[src/rtl/boot_load_ctrl.sv]
// Boot loader: parses host length/word stream into imem and dmem,
// acknowledges each phase, then releases the core and forwards bytes.
module boot_load_ctrl #(
   parameter int unsigned IADDR_W  = 12,
   parameter int unsigned DADDR_W  = 16,
   parameter int unsigned DBASE    = 0,
   parameter logic [7:0]  ACK_PROG = 8'h99,
   parameter logic [7:0]  ACK_DATA = 8'hAA
) (
   input  logic               sys_clock,
   input  logic               reset,
   input  logic               rx_valid,
   input  logic [7:0]         rx_data,
   input  logic               rx_err,
   output logic               imem_we,
   output logic [IADDR_W-1:0] imem_addr,
   output logic [31:0]        imem_wdata,
   output logic               dmem_valid,
   input  logic               dmem_ready,
   output logic [DADDR_W-1:0] dmem_addr,
   output logic [31:0]        dmem_wdata,
   output logic               tx_valid,
   output logic [7:0]         tx_data,
   input  logic               tx_ready,
   output logic               core_rst_n,
   output logic               fwd_valid,
   output logic [7:0]         fwd_data,
   output logic               err
);

   typedef enum logic [3:0] {
      S_PLEN, S_PROG, S_ACKP, S_DLEN, S_DATA,
      S_DFLUSH, S_ACKD, S_RUN, S_ERR
   } state_e;

   localparam logic [32:0] IMAX = 33'd1 << (IADDR_W + 2);
   localparam logic [32:0] DMAX = 33'd1 << (DADDR_W + 2);

   state_e             state_q, state_d;
   logic [31:0]        len_q, len_d;
   logic [31:0]        bcnt_q, bcnt_d;
   logic [31:0]        word_q, word_d;
   logic               iwe_q, iwe_d;
   logic [IADDR_W-1:0] iaddr_q, iaddr_d;
   logic [31:0]        iwdata_q, iwdata_d;
   logic               dval_q, dval_d;
   logic [DADDR_W-1:0] daddr_q, daddr_d;
   logic [31:0]        dwdata_q, dwdata_d;
   logic               fval_q, fval_d;
   logic [7:0]         fdata_q, fdata_d;

   logic [1:0]  lane;
   logic [31:0] word_nx, len_nx, len_fin, bcnt_inc;
   logic        wdone, last, len_done, dhs, load_st;

   always_comb begin
      lane     = bcnt_q[1:0];
      word_nx  = word_q;
      word_nx[{lane, 3'b000} +: 8] = rx_data;
      len_nx   = len_q;
      len_nx[{lane, 3'b000} +: 8] = rx_data;
      bcnt_inc = bcnt_q + 32'd1;
      last     = bcnt_inc == len_q;
      wdone    = (lane == 2'd3) || last;
      // Length bytes may already be complete when ACKP hands over to DLEN
      len_fin  = bcnt_q[2] ? len_q : len_nx;
      len_done = (rx_valid && bcnt_q == 32'd3) || bcnt_q == 32'd4;
      dhs      = dval_q & dmem_ready;
      load_st  = state_q != S_RUN && state_q != S_ERR;
   end

   always_ff @(posedge sys_clock or negedge reset) begin
      if (!reset) begin
         state_q  <= S_PLEN;
         len_q    <= '0;
         bcnt_q   <= '0;
         word_q   <= '0;
         iwe_q    <= 1'b0;
         iaddr_q  <= '0;
         iwdata_q <= '0;
         dval_q   <= 1'b0;
         daddr_q  <= DADDR_W'(DBASE);
         dwdata_q <= '0;
         fval_q   <= 1'b0;
         fdata_q  <= '0;
      end else begin
         state_q  <= state_d;
         len_q    <= len_d;
         bcnt_q   <= bcnt_d;
         word_q   <= word_d;
         iwe_q    <= iwe_d;
         iaddr_q  <= iaddr_d;
         iwdata_q <= iwdata_d;
         dval_q   <= dval_d;
         daddr_q  <= daddr_d;
         dwdata_q <= dwdata_d;
         fval_q   <= fval_d;
         fdata_q  <= fdata_d;
      end
   end

   always_comb begin
      state_d  = state_q;
      len_d    = len_q;
      bcnt_d   = bcnt_q;
      word_d   = word_q;
      iwe_d    = 1'b0;
      iaddr_d  = iwe_q ? iaddr_q + IADDR_W'(1) : iaddr_q;
      iwdata_d = iwdata_q;
      dval_d   = dval_q & ~dmem_ready;
      daddr_d  = dhs ? daddr_q + DADDR_W'(1) : daddr_q;
      dwdata_d = dwdata_q;
      fval_d   = 1'b0;
      fdata_d  = fdata_q;
      unique case (state_q)
         S_PLEN, S_DLEN: begin
            if (rx_valid && !bcnt_q[2]) begin
               len_d  = len_nx;
               bcnt_d = bcnt_inc;
            end
            if (len_done) begin
               len_d  = len_fin;
               bcnt_d = '0;
               word_d = '0;
               if (state_q == S_PLEN) begin
                  if ({1'b0, len_fin} > IMAX) state_d = S_ERR;
                  else if (len_fin == '0)     state_d = S_ACKP;
                  else                        state_d = S_PROG;
               end else begin
                  if ({1'b0, len_fin} > DMAX) state_d = S_ERR;
                  else if (len_fin == '0)     state_d = S_ACKD;
                  else                        state_d = S_DATA;
               end
            end
         end
         S_PROG: begin
            if (rx_valid) begin
               word_d = word_nx;
               bcnt_d = bcnt_inc;
               if (wdone) begin
                  iwe_d    = 1'b1;
                  iwdata_d = word_nx;
                  word_d   = '0;
               end
               if (last) begin
                  state_d = S_ACKP;
                  bcnt_d  = '0;
               end
            end
         end
         S_ACKP: begin
            if (rx_valid && !bcnt_q[2]) begin
               len_d  = len_nx;
               bcnt_d = bcnt_inc;
            end
            if (tx_ready) state_d = S_DLEN;
         end
         S_DATA: begin
            if (rx_valid) begin
               word_d = word_nx;
               bcnt_d = bcnt_inc;
               if (wdone) begin
                  word_d = '0;
                  if (dval_q && !dmem_ready) begin
                     state_d = S_ERR;
                  end else begin
                     dval_d   = 1'b1;
                     dwdata_d = word_nx;
                     if (last) state_d = S_DFLUSH;
                  end
               end
            end
         end
         S_DFLUSH: if (dhs) state_d = S_ACKD;
         S_ACKD:   if (tx_ready) state_d = S_RUN;
         S_RUN: begin
            fval_d = rx_valid;
            if (rx_valid) fdata_d = rx_data;
         end
         S_ERR: ;
         default: state_d = S_ERR;
      endcase
      if (load_st && rx_err) state_d = S_ERR;
      if (state_d == S_ERR) begin
         iwe_d  = 1'b0;
         dval_d = 1'b0;
      end
   end

   always_comb begin
      imem_we    = iwe_q;
      imem_addr  = iaddr_q;
      imem_wdata = iwdata_q;
      dmem_valid = dval_q;
      dmem_addr  = daddr_q;
      dmem_wdata = dwdata_q;
      fwd_valid  = fval_q;
      fwd_data   = fdata_q;
      tx_valid   = 1'b0;
      tx_data    = '0;
      core_rst_n = 1'b0;
      err        = 1'b0;
      unique case (state_q)
         S_ACKP: begin
            tx_valid = 1'b1;
            tx_data  = ACK_PROG;
         end
         S_ACKD: begin
            tx_valid = 1'b1;
            tx_data  = ACK_DATA;
         end
         S_RUN:   core_rst_n = 1'b1;
         S_ERR:   err = 1'b1;
         default: ;
      endcase
   end

endmodule

[config.mk]
export PLATFORM = sky130hd
export DESIGN_NAME = boot_load_ctrl
export DESIGN_NICKNAME = d
export VERILOG_FILES = /design/src/rtl/boot_load_ctrl.sv
export SDC_FILE = /design/constraint.sdc
export NUM_CORES = 1
export LEC_CHECK = 0
export ABC_AREA = 1
export CAP_MARGIN = 5
export CORE_ASPECT_RATIO = 0.9
export CORE_MARGIN = 5
export CORE_UTILIZATION = 45
export DETAILED_ROUTE_END_ITERATION = 8
export PLACE_DENSITY = 0.63
export SETUP_SLACK_MARGIN = 0.3
export SLEW_MARGIN = 20
export SYNTH_ARGS = -nofsm -noshare
export SYNTH_HDL_FRONTEND = slang
export SYNTH_SLANG_ARGS = --single-unit
export TNS_END_PERCENT = 10
[constraint.sdc]
create_clock -name sys_clock -period 2.9 [get_ports sys_clock]
set_clock_uncertainty 0.2 [all_clocks]
set_input_delay 0.435 -clock sys_clock [delete_from_list [all_inputs] [get_ports sys_clock]]
set_output_delay 0.435 -clock sys_clock [all_outputs]
set_load 0.03 [all_outputs]
Word level (Yosys, flattened, before mapping)

Index checks and enable logic that the tools add are counted.

Flip-flop bits (word level): 203
Input port bits: 14
Output and inout port bits: 114
Logic and storage cells: 113

Add/sub/neg operators: 4
$lt $le $gt $ge: 2
Equal/unequal tests: 19
Shift operators: 2
Multiplexer cells: 47
Bitwise gates (word level): 4
Reduce and logical (&&, ||, !) cells: 23

Operators with widths:

| operator                                                                          | number |
|---|---|
| 32-bit two-way mux                                                                | 11 |
| 32-bit case mux with 2 select lines                                               | 2 |
| 32-bit case mux with 4 select lines                                               | 1 |
| 32-bit bitwise mux                                                                | 2 |
| 4-bit two-way mux                                                                 | 14 |
| 32-bit by 1-bit adder with 32-bit output, second input constant                   | 1 |
| 32-bit by 2-bit equality test with 1-bit output, second input constant            | 1 |
| 32-bit by 3-bit equality test with 1-bit output, second input constant            | 1 |
| 32-bit equality test                                                              | 1 |
| 32-bit by 15-bit greater-than comparator with 1-bit output, second input constant | 1 |
| 32-bit by 19-bit greater-than comparator with 1-bit output, second input constant | 1 |
| 32-bit zero test                                                                  | 1 |
| 8-bit by 7-bit variable shift with 32-bit output, first input constant            | 1 |
| 8-bit by 7-bit variable part select with 32-bit output                            | 1 |
| 4-bit case mux with 7 select lines                                                | 1 |
| 16-bit by 1-bit adder with 16-bit output, second input constant                   | 1 |
| 4-bit by 3-bit equality test with 1-bit output, second input constant             | 4 |
| 8-bit case mux with 2 select lines                                                | 1 |
| 1-bit two-way mux                                                                 | 13 |
| 12-bit by 1-bit adder with 12-bit output, second input constant                   | 1 |
| 3-bit AND reduction                                                               | 3 |
| 4-bit by 2-bit equality test with 1-bit output, second input constant             | 2 |
| 4-bit equality test, second input constant                                        | 2 |
| 2-bit OR reduction                                                                | 4 |
| other kinds (18)                                                                  | 30 |

Depth between registers and ports, before layout

Word-level depth: 13
Mapped depth: 21
Depth with buffers taken out: 20

Worst setup path before layout

No wires, ideal clock.

Path kind: flip-flop to flip-flop
Start: register bcnt_q[1]
End: register iwdata_q[24] (netlist: imem_wdata[24])
Setup time: 0.130 ns
Arrival time: 2.398 ns
Required time: 2.570 ns
Path slack: 0.171 ns
Stages on the path, launching flop included: 21
Buffers on the path: 2
Period minus slack after synthesis: 2.729 ns
Cells stage by stage: dfrtp_1 -> ha_1 -> nand2_1 -> nor2_4 -> nand3_2 -> nor2_1 -> nand2_1 -> nand2_1 -> nand2_1 -> nand2_1 -> nand2_1 -> nor2_1 -> nand2_1 -> nor2_2 -> nand3_2 -> o21ai_2 -> nand2_2 -> buf_6 -> buf_6 -> nand2_1 -> o21ai_1

Word-level cells in the longest chain between the ends: 4
Elaborated cells on any way between the ends: 9
Those cells by class: add/sub (2); eq/ne (2); shift (2); mux (1); reduce/logical (2)

Ends and longest elaborated chain:

| element                                  | RTL line | source |
|---|---|---|
| from (decl)                              | 41       | `logic [31:0] bcnt_q, bcnt_d;` |
| from (signal assigned)                   | 89       | `bcnt_q <= bcnt_d;` |
| 32-bit by 1-bit adder with 32-bit output | 62       | `bcnt_inc = bcnt_q + 32'd1;` |
| 32-bit equality test                     | 63       | `last = bcnt_inc == len_q;` |
| 1-bit logical OR                         | 64       | `wdone = (lane == 2'd3) \|\| last;` |
| 3-bit AND reduction (no source line)     | --       |  |
| to (signal assigned)                     | 93       | `iwdata_q <= iwdata_d;` |
| to (decl)                                | 45       | `logic [31:0] iwdata_q, iwdata_d;` |

Parallel ways exist; a longest one is shown, timed or not.
A chain may end at the register's enable or synchronous reset.

Worst setup path after layout

Start: register bcnt_q[0]
End: register iwdata_q[24] (netlist: imem_wdata[24])

Same word-level chain as after synthesis.

==> impl_metrics.toml <==
[placement]
dp.cells = 2324
place_congestion = 0.9735
hpwl_um = 29860
io_buffer_count = 125

[power]
pwr_density_cell_nw_per_um2 = 363.4
peakVddDrop_mv = 0.3538
p_comb_frac = 0.044
p_sw_mw = 1.454
p_sw_frac = 0.2328
power_frac_seq = 0.459
p_int_mw = 4.792
p_clk_frac = 0.498
total_power_mw = 6.246
leakage_nw = 8.366

[die]
start_util = 0.4593
num_rows = 56
die_h_um = 165.2
die_area_um2 = 30120
ioPinCount = 128
die_w_um = 182.4
core_area_um2 = 26210

[job]
cap_violations = 0

[sta]
setup_violations = 134
fin_crit_ns = 3.199
timing.final.crit_share = 1.103
final.setup.worst_slack_ns = -0.2986
fmax_ghz = 0.3126
maxSlewHeadroom = 0.5572
hold_viol = 0
slew_viol_final = 0
tightest_slew_ns = 0.6582
rsz0062_at_grt = "yes"

[synth]
synth_seq_cells = 203
synth.avg_cell_area_um2 = 7.060
syn-instance-count = 1705
ys_warn_count = 0
synth_edf_count = 0
synth_cell_types = 42
ys_async_sr_fraction = 1.000
seq_area_frac_synth = 0.4220
synthXorXnorAreaFrac = 0.01819
yosys.area.top_type = "dfrtp_1"
ys.flop_type = "dfrtp_1"
synthSimpleGateAreaFrac = 0.3128
synth_top_family_by_area = "simple AND/OR/NAND/NOR gates"
muxShareOfSynthArea = 0.0009356
synth_compound_area_frac = 0.1482
ys_top_cells_by_area = "dfrtp_1 (42%), nand2_1 (17%), o21ai_0 (7.7%)"
yosysTopAreaCellShare = 0.4220
syn_area_um2 = 12040
synth_fa_ha_area_frac = 0.008316

[clocking]
h-tree-depth = 1
cts_made_buffers = 23
clockBufferDepth = 3
path_clk_slew_ns = 0.07
cts_tree = "done"
cts_sinks = 203
cts-root-buf = "clkbuf_16"
clock_latency_ns = 0.52

[layout]
area_growth_pct = 42.79
antenna_cells = 0
drive_above_1_share = 0.2567
nets = 2067
fin_cells = 2409
final_util = 0.6558

[drt]
vias_per_cell = 5.381
firstDrtPassIters = 5
wl_per_cell_um = 17.58
vias = 12960
wirelength_um = 42340
drc = 0
ant_nets = 0
first_iter_violations = 1303

[setup_path]
critPathKind = "reg -> reg"
critPathCaptureType = "register"
path_cells = "buf_6 > ha_4 > nand2_2 > nor2_4 > nand3_2 > buf_4 > nor2_1 > nand2_1 > nand3_1 > nand2_2 > nor2_4 > nand3_2 > nor2_2 > nand3_2 > o21ai_4 > nand2_4 > buf_12 > clkbuf_16 > nand2_2 > o21ai_1"
r2r_setup_slack_ns = -0.30
critPathLaunchType = "register"
required_ns = 3.10
cp_max_fo = 8
cpMaxStageDelayCell = "dfrtp_1"
slowest_delay_ns = 0.39
arrival_ns = 3.40

[outcome]
outcome = "complete, but fails checks"
failed_checks = "setup timing"

[global_route]
grt_use_total = 0.2676
grt_max_degree = 65
grt_pass1_vias = 12210
grt_pass1_wl_um = 65090
grt_overflow = 0
antenna_found_initial = 0

[hold_path]
hold_path.class = "in -> async"
-- Yosys cell counts, drive strengths merged, types with 2 or more instances --
| library cell | n |
|---|---|
| xor2 | 16 |
| a31oi | 2 |
| buf | 37 |
| nand4 | 32 |
| nor3 | 14 |
| a21oi | 33 |
| ha | 8 |
| o21ai | 249 |
| nor2 | 138 |
| o21a | 5 |
| inv | 191 |
| nor4 | 4 |
| nand3 | 137 |
| o211ai | 2 |
| xnor2 | 9 |
| clkbuf | 31 |
| o22ai | 10 |
| dfrtp | 203 |
| a22oi | 16 |
| nand3b | 4 |
| nand2 | 556 |
-- sequential cells by signal, summed over array words and instances, names as in the netlist --
signal and flops:
bcnt_q 32, dmem_addr 16, dmem_valid 1, dmem_wdata 32, fwd_data 8, fwd_valid 1, imem_addr 12, imem_wdata 32
imem_we 1, len_q 32, state_q 4, word_q 32
-- metrics by stage --
stage                     area, um^2  setup slack (ns)  hold WS [ns]  TNS [ns]
after floorplan                12080            0.2385      -0.06059         0
after global placement         15130           -0.2493        0.2623    -17.07
after detailed placement       15130           -0.2553        0.2656    -23.34
after CTS                      16350           -0.1424        0.2820    -7.741
after global routing           17190           -0.3960        0.3104    -38.92
final                          17190           -0.2986        0.2595    -20.02
-- worst max-delay path, delay by kind of cell, from the launching register on --
| family | cells | cell delay, ns |
|---|---|---|
| AOI/OAI and AO/OA | 2 | 0.18 |
| DFF | 1 | 0.39 |
| buffers and inverters | 4 | 0.62 |
| adders and majority gates | 1 | 0.14 |
| and+or+nand+nor | 13 | 1.52 |
-- cell type report --
cell class	count	area, um^2
multi-input combinational	1243	6633
fill	2361	9019
inverter	192	738.2
clock buffer	30	641.9
tap	348	435.4
sequential	203	5087
timing repair buffer	382	3498
clock inverter	11	152.6
-- cell families after synthesis --
logic type,count (synthesis)
AOI/OAI and AO/OA,321
and+or+nand+nor,886
other,1
muxes,1
adders and majority gates,8
DFF,203
buffers and inverters,260
xor gates and xnor gates,25
-- cell usage in the layout, fill, tap and decap left out, types with 4 or more instances in the layout --
master	instances
xor2_1	16
o21ai_2	33
inv_1	183
nor2_1	98
a22oi_1	12
nor2_2	23
dfrtp_1	197
nand2_4	19
nor4_1	4
o21ai_0	162
nand2_1	467
clkbuf_2	4
a22oi_2	4
buf_4	223
nand4_1	32
buf_12	8
xnor2_1	9
clkbuf_8	5
o21a_1	5
dfrtp_2	6
buf_6	16
o21ai_1	52
o22ai_1	9
ha_1	5
nand3_1	101
nand3b_1	4
a21oi_1	32
inv_2	5
nor2_4	16
nand2_2	68
nand3_2	33
clkdlybuf4s50_1	115
clkbuf_16	28
nor3_1	11
-- per-layer routing --
metal / track usage / part of all wire
met1: 0.3908 / 0.46
met2: 0.4193 / 0.45
met3: 0.04380 / 0.073
met4: 0.06446 / 0.022
met5: 0 / 0
-- power groups by stage --
stage / clock network [mW] / logic, mW / registers, mW
final: 3.11 / 0.272 / 2.86
after global routing: 3.28 / 0.297 / 2.86
after CTS: 3.16 / 0.273 / 2.86
after detailed placement: 0 / 0.268 / 2.92
after global placement: 0 / 0.266 / 2.92
after floorplan: 0 / 0.0419 / 2.96
-- path summary, 6_finish.rpt --
| check | start | cells past startpoint | end |
|---|---|---|---|
| setup reg to reg | bcnt_q[0]$_DFFE_PN0P_ | 20 | imem_wdata[24]$_DFFE_PN0P_ |
| setup / recovery | bcnt_q[0]$_DFFE_PN0P_ | 20 | imem_wdata[24]$_DFFE_PN0P_ |
| hold reg to reg | imem_wdata[6]$_DFFE_PN0P_ | 2 | imem_wdata[6]$_DFFE_PN0P_ |
| min in group sys_clock | imem_wdata[6]$_DFFE_PN0P_ | 2 | imem_wdata[6]$_DFFE_PN0P_ |
| hold / removal | reset | 2 | bcnt_q[5]$_DFFE_PN0P_ |
| max in group asynchronous | reset | 3 | imem_wdata[27]$_DFFE_PN0P_ |
-- what timing repair did --
action                                  4_1_cts  5_1_grt
gates resized for setup                      70      195
endpoints found under the hold margin        54        0
buffers inserted                             19       15
hold buffers                                  1        0
gates cloned                                  4        5
endpoints found under the setup margin      143      141
pin swaps                                    25       55
(Power assumes the default switching activity.)
